File: src/rtl/pipe_sched.sv
// Hazard and sequencing controller for the 3-stage core: PC select, s1 stall/flush,
// post-reset boot sequencing, and the MMIO cycle/instret counters.

// Protocol checker: s2 must hold a bubble while the controller is killing fetches.
module pipe_sched_checker (
    input logic clk,
    input logic rst,
    input logic in_kill,
    input logic s2_valid
);
    kill_needs_bubble: assert property (@(posedge clk) disable iff (rst) in_kill |-> !s2_valid);
endmodule

module pipe_sched #(
    parameter int BOOT_CYCLES = 2,
    parameter int IMEM_LAT    = 1
) (
    input  logic        clk,
    input  logic        rst,
    input  logic [31:0] inst_s1,
    input  logic [31:0] inst_s2,
    input  logic        s2_valid,
    input  logic        s3_valid,
    input  logic        br_taken_s2,
    input  logic        br_pred_s2,
    input  logic        cnt_clr,
    output logic [1:0]  pc_sel,
    output logic        stall_s1,
    output logic        flush_s1,
    output logic        booting,
    output logic [31:0] cycle_cnt,
    output logic [31:0] instret_cnt
);
    localparam logic [6:0] OP_JAL    = 7'b1101111;
    localparam logic [6:0] OP_JALR   = 7'b1100111;
    localparam logic [6:0] OP_BRANCH = 7'b1100011;
    localparam logic [6:0] OP_LOAD   = 7'b0000011;
    localparam logic [6:0] OP_LUI    = 7'b0110111;
    localparam logic [6:0] OP_AUIPC  = 7'b0010111;
    localparam logic [6:0] OP_REG    = 7'b0110011;
    localparam logic [6:0] OP_STORE  = 7'b0100011;

    localparam logic [1:0] PC_SEQ = 2'd0;
    localparam logic [1:0] PC_S2  = 2'd1;
    localparam logic [1:0] PC_JAL = 2'd2;
    localparam logic [1:0] PC_RST = 2'd3;

    localparam logic [1:0] KILL_INIT = 2'(IMEM_LAT);
    localparam logic [3:0] BOOT_LAST = 4'(BOOT_CYCLES - 1);

    typedef enum logic [1:0] {ST_RESET, ST_BOOT, ST_RUN, ST_KILL} state_t;

    state_t      state_r, state_next_s;
    logic [1:0]  kill_cnt_r, kill_cnt_next_s;
    logic [3:0]  boot_cnt_r, boot_cnt_next_s;
    logic [31:0] cycle_r, instret_r;

    // Field decode for the two stages this block inspects.
    logic [6:0] opc_s1_s, opc_s2_s;
    logic [4:0] rs1_s1_s, rs2_s1_s, rd_s2_s;
    logic       reads_rs1_s, reads_rs2_s;
    logic       redirect_s, load_use_s, jal_s1_s;
    logic       unused_bits_s;

    assign opc_s1_s = inst_s1[6:0];
    assign opc_s2_s = inst_s2[6:0];
    assign rs1_s1_s = inst_s1[19:15];
    assign rs2_s1_s = inst_s1[24:20];
    assign rd_s2_s  = inst_s2[11:7];
    assign unused_bits_s = ^{inst_s1[31:25], inst_s1[14:7], inst_s2[31:12]};

    assign reads_rs1_s = (opc_s1_s != OP_LUI) && (opc_s1_s != OP_AUIPC) && (opc_s1_s != OP_JAL);
    assign reads_rs2_s = (opc_s1_s == OP_REG) || (opc_s1_s == OP_STORE) || (opc_s1_s == OP_BRANCH);

    assign redirect_s = s2_valid &&
                        ((opc_s2_s == OP_JALR) ||
                         ((opc_s2_s == OP_BRANCH) && (br_taken_s2 != br_pred_s2)));
    assign load_use_s = s2_valid && (opc_s2_s == OP_LOAD) && (rd_s2_s != 5'd0) &&
                        ((reads_rs1_s && (rs1_s1_s == rd_s2_s)) ||
                         (reads_rs2_s && (rs2_s1_s == rd_s2_s)));
    assign jal_s1_s   = (opc_s1_s == OP_JAL);

    // Next-state and stage-control decisions; redirect beats load-use beats s1 JAL.
    always_comb begin
        state_next_s    = state_r;
        kill_cnt_next_s = kill_cnt_r;
        boot_cnt_next_s = boot_cnt_r;
        pc_sel          = PC_SEQ;
        stall_s1        = 1'b0;
        flush_s1        = 1'b0;
        booting         = 1'b0;
        case (state_r)
            ST_RESET: begin
                pc_sel          = PC_RST;
                stall_s1        = 1'b1;
                flush_s1        = 1'b1;
                booting         = 1'b1;
                kill_cnt_next_s = 2'd0;
                boot_cnt_next_s = 4'd0;
                state_next_s    = ST_BOOT;
            end
            ST_BOOT: begin
                pc_sel   = PC_RST;
                stall_s1 = 1'b1;
                flush_s1 = 1'b1;
                booting  = 1'b1;
                if (boot_cnt_r >= BOOT_LAST) begin
                    state_next_s = ST_RUN;
                end else begin
                    boot_cnt_next_s = boot_cnt_r + 4'd1;
                end
            end
            ST_RUN: begin
                if (redirect_s) begin
                    pc_sel   = PC_S2;
                    flush_s1 = 1'b1;
                    if (IMEM_LAT > 0) begin
                        state_next_s    = ST_KILL;
                        kill_cnt_next_s = KILL_INIT;
                    end else begin
                        state_next_s = ST_RUN;
                    end
                end else if (load_use_s) begin
                    stall_s1 = 1'b1;
                    flush_s1 = 1'b1;
                end else if (jal_s1_s) begin
                    pc_sel = PC_JAL;
                    if (IMEM_LAT > 0) begin
                        state_next_s    = ST_KILL;
                        kill_cnt_next_s = KILL_INIT;
                    end else begin
                        state_next_s = ST_RUN;
                    end
                end else begin
                    pc_sel = PC_SEQ;
                end
            end
            ST_KILL: begin
                // Fetches still in flight from the old path are squashed; s1 is stale.
                flush_s1 = 1'b1;
                if (kill_cnt_r <= 2'd1) begin
                    kill_cnt_next_s = 2'd0;
                    state_next_s    = ST_RUN;
                end else begin
                    kill_cnt_next_s = kill_cnt_r - 2'd1;
                end
            end
            default: begin
                pc_sel       = PC_RST;
                stall_s1     = 1'b1;
                flush_s1     = 1'b1;
                booting      = 1'b1;
                state_next_s = ST_RESET;
            end
        endcase
    end

    // FSM state, kill and boot counters.
    always_ff @(posedge clk) begin
        if (rst) begin
            state_r    <= ST_RESET;
            kill_cnt_r <= 2'd0;
            boot_cnt_r <= 4'd0;
        end else begin
            state_r    <= state_next_s;
            kill_cnt_r <= kill_cnt_next_s;
            boot_cnt_r <= boot_cnt_next_s;
        end
    end

    // Cycle and retired-instruction counters; clear wins over increment, hold while booting.
    always_ff @(posedge clk) begin
        if (rst || (state_r == ST_RESET)) begin
            cycle_r   <= 32'd0;
            instret_r <= 32'd0;
        end else if ((state_r == ST_RUN) || (state_r == ST_KILL)) begin
            if (cnt_clr) begin
                cycle_r   <= 32'd0;
                instret_r <= 32'd0;
            end else begin
                cycle_r   <= cycle_r + 32'd1;
                instret_r <= instret_r + {31'd0, s3_valid};
            end
        end else begin
            cycle_r   <= cycle_r;
            instret_r <= instret_r;
        end
    end

    assign cycle_cnt   = cycle_r;
    assign instret_cnt = instret_r;

    pipe_sched_checker u_chk (
        .clk      (clk),
        .rst      (rst),
        .in_kill  (state_r == ST_KILL),
        .s2_valid (s2_valid)
    );
endmodule

File: config.mk
export PLATFORM = sky130hd
export DESIGN_NAME = pipe_sched
export DESIGN_NICKNAME = d
export VERILOG_FILES = /design/src/rtl/pipe_sched.sv
export SDC_FILE = /design/constraint.sdc
export NUM_CORES = 1
export LEC_CHECK = 0
export ABC_CLOCK_PERIOD_IN_PS = 2400
export CORE_MARGIN = 2
export CORE_UTILIZATION = 45
export CTS_BUF_LIST = sky130_fd_sc_hd__clkbuf_2
export CTS_CLUSTER_DIAMETER = 80
export CTS_CLUSTER_SIZE = 10
export DETAILED_ROUTE_END_ITERATION = 8
export GPL_ROUTABILITY_DRIVEN = 0
export PLACE_DENSITY = 0.9
export SETUP_SLACK_MARGIN = 0.3
export SYNTH_ARGS = -nofsm -noshare
export SYNTH_HDL_FRONTEND = slang
export SYNTH_SLANG_ARGS = --single-unit
File: constraint.sdc
create_clock -name clk -period 2.4 [get_ports clk]
set_clock_uncertainty 0.05 [all_clocks]
set_input_delay 0.36 -clock clk [delete_from_list [all_inputs] [get_ports clk]]
set_output_delay 0.36 -clock clk [all_outputs]
set_load 0.03 [all_outputs]
==> run summary <==
r2r setup slk: 0.47 ns
TritonCTS clock tree: built
die area: 8664 sq um
arrival time at the worst endpoint: 1.69 ns
I/O pins: 140
P_leak: 2.395 nW
clock buffer count from CTS: 9
outcome: complete, no violations
PortBufs: 104
Worst Tran Pin Value: 0.4660 ns
Clock transition at path regs: 0.20 ns
grt ovf: 0
sequential share of the synthesized area: 40.36%
Worst R2R Path Depth: 7
cell taking the most area after synthesis: dfxtp_1
unrepaired setup endpoints after global routing: true
FF+latch count, synth: 72
drt drc: 0
Yosys warning count: 0
Hold Path Class: flop to flop
Vias/cell: 5.298
DR vias: 3391
slowest stage delay, CP: 0.54 ns
Worst Setup End Kind: primary output
asr flop ratio synth: 0%
Unique masters post-synth: 46
hold buffers post-CTS: 0
Post-DRT Antenna Nets: 0
initial drt markers: 78
CTS Buffer Depth: 2
commonest non-fill, non-tap cell in the layout: nor2_1
share of the synthesized area in the top cell type: 40.36%
Crit path buffers/inverters: 4
WL final: 8.949 mm
largest cells by area after synthesis: dfxtp_1, xor2_1, nor2_1, xnor2_1, nand4_1
first-pass GRT wire length: 14.48 mm
slowest stage cell, crit path: or4_4
width of the die: 93.08 um
Area growth syn-to-layout: 42.78%
largest net degree at the start of global routing: 31
nets@finish: 610
WL per Instance: 13.98 um
Synth Instances: 408
Antenna diodes: 0
worst r2r dst: instret_cnt[20]
Die Y: 93.08 um
EDFF count, synth: 0
Setup violations, final: 0
CP Max Fanout: 2
Peak VDD IR: 0.2128 mV
syn nets: 485
slew margin rel.: 68.70%
CTS HTree Levels: 3
min Tclk post-route: 2.100 ns
power per cell area: 437.0 nW/um^2
ys flop type: dfxtp_1
Worst setup SP type: input port
Rows: 32
Detail Placement HPWL: 6.535 mm
delay-heaviest family, CP: simple AND/OR/NAND/NOR gates
fmax: 476.3 MHz
end of the critical path: flush_s1
share of cells above drive strength 1: 19.33%
mapped cell area: 3571 sq um
initial core utilization: 46.21%
CTS Sinks: 72
CP most frequent cell: buf_6
worst r2r src: instret_cnt[0]
Clk Latency, worst-skew pair: 0.51 ns
Worst Setup SP: inst_s2[8]
Critical Path RT: 1.99 ns
vias in the first global route: 3299
Hold Worst Slack: 0.4173 ns
MaxCap Viol Count: 0
crit path kind: input port to primary output
Core Area: 7727 sq um
DRT Pass-1 Iters: 5
Slew Limit Fails: 0
Tcrit/Tclk final: 87.48%
Filler Cells Inserted: 614
commonest cells after routing, fill and taps aside: nor2_1, dfxtp_1, dlygate4sd2_1
Setup TNS Final: 0 ns
initial antenna violation count: 0
crit-path cells: buf_6, or4_4, o21ai_4, nor2_4, o21ai_2, buf_4, buf_6, nand3_2, buf_6
Root Buffer: clkbuf_2
Critical Path Stages: 9
Fin. Hold Viols: 0
Total GRT Usage: 20.45%
Synth Area per Inst: 8.752 sq um
-- cell families after synthesis --
| family | Yosys count | synth area share [%] |
|---|---|---|
| AND/OR/NAND/NOR | 209 | 33.32 |
| flip-flops | 72 | 40.36 |
| XOR/XNOR | 65 | 15.94 |
| AO/OA/AOI/OAI | 34 | 5.606 |
| buffers and inverters | 21 | 2.382 |
| adder cells (fa/ha/maj) | 6 | 2.102 |
| multiplexers | 1 | 0.2803 |
-- report_power, final --
group	internal, mW	switching (mW)
Combinational	0.165	0.245
Clock	0.137	0.451
Sequential	1.21	0.0166
Total	1.52	0.712
-- metrics by stage --
| stage | utilization (%) | instances | cell area (sq um) | worst slack, ns | total power, mW |
|---|---|---|---|---|---|
| after global routing | 65.98 | 640 | 5099 | 0.2507 | 2.341 |
| after CTS | 64.23 | 639 | 4964 | 0.2561 | 2.233 |
| after global placement | 62.44 | 618 | 4825 | -0.3395 | 1.625 |
| after detailed placement | 62.44 | 618 | 4825 | -0.4136 | 1.637 |
| after floorplan | - | 408 | 3576 | 0.3258 | 1.466 |
| final | 65.98 | 640 | 5099 | 0.3005 | 2.228 |
-- state kept, by name, indices dropped and copies added (netlist names) --
register	cells
cycle_cnt	32
state_r	2
boot_cnt_r	4
instret_cnt	32
kill_cnt_r	2
-- synthesized netlist by cell type, types with 2 or more instances --
cell type,count
a211oi_1,2
a21oi_1,11
a32oi_1,2
and2_1,4
and3_1,5
and4_1,6
buf_2,2
clkbuf_1,12
dfxtp_1,72
ha_1,6
inv_1,4
nand2_1,26
nand2b_1,2
nand3_1,20
nand4_1,21
nand4_2,4
nand4_4,2
nand4b_1,4
nor2_1,75
nor2b_1,2
nor3_1,5
nor3_2,6
nor3b_1,2
nor4_1,5
nor4_2,2
nor4_4,2
o21ai_0,13
or3_1,10
xnor2_1,29
xor2_1,36
-- worst min-delay path by stage --
stage / end / from / depth (start not counted) / slack (ns)
after floorplan: boot_cnt_r[3] / boot_cnt_r[3] / 2 / 0.36
final: boot_cnt_r[3] / boot_cnt_r[3] / 2 / 0.42
after detailed placement: boot_cnt_r[3] / boot_cnt_r[3] / 2 / 0.39
after global placement: boot_cnt_r[3] / boot_cnt_r[3] / 2 / 0.37
after CTS: boot_cnt_r[3] / boot_cnt_r[3] / 2 / 0.42
after global routing: state_r[0] / inst_s2[1] / 6 / 0.40
-- routing by layer --
metal  part of all wire, %  vias to the layer above  track usage [%]  wire (um)
met2                    51                       93            36.84       4538
li1                      -                     1669                -          -
met5                     0                        -                0          0
met4                   1.2                        0            6.005        105
met1                    42                     1618            22.98       3756
met3                   6.1                       11            6.608        549
-- cell type report --
type                    count  area [sq um]  area share, %
clock inverters             7         45.04         0.8834
inverters                   5         18.77         0.3681
well taps                 102         127.6          2.503
clock buffers               9         45.04         0.8834
flip-flops and latches     72          1443          28.29
repair buffers            130          1216          23.85
multi-input cells         315          2203          43.21
-- worst min-delay path: stages (launching register included) --
cell	delay (ns)
dfxtp_1	0.36
inv_1	0.06
nor2_1	0.04
-- timing repair --
| action | CTS | global route |
|---|---|---|
| buffers inserted | 5 | 1 |
| pin swaps | 24 | 17 |
| resized for setup | 125 | 56 |
| setup endpoints to repair | 39 | 28 |
Power figures use the tool's default switching activity.
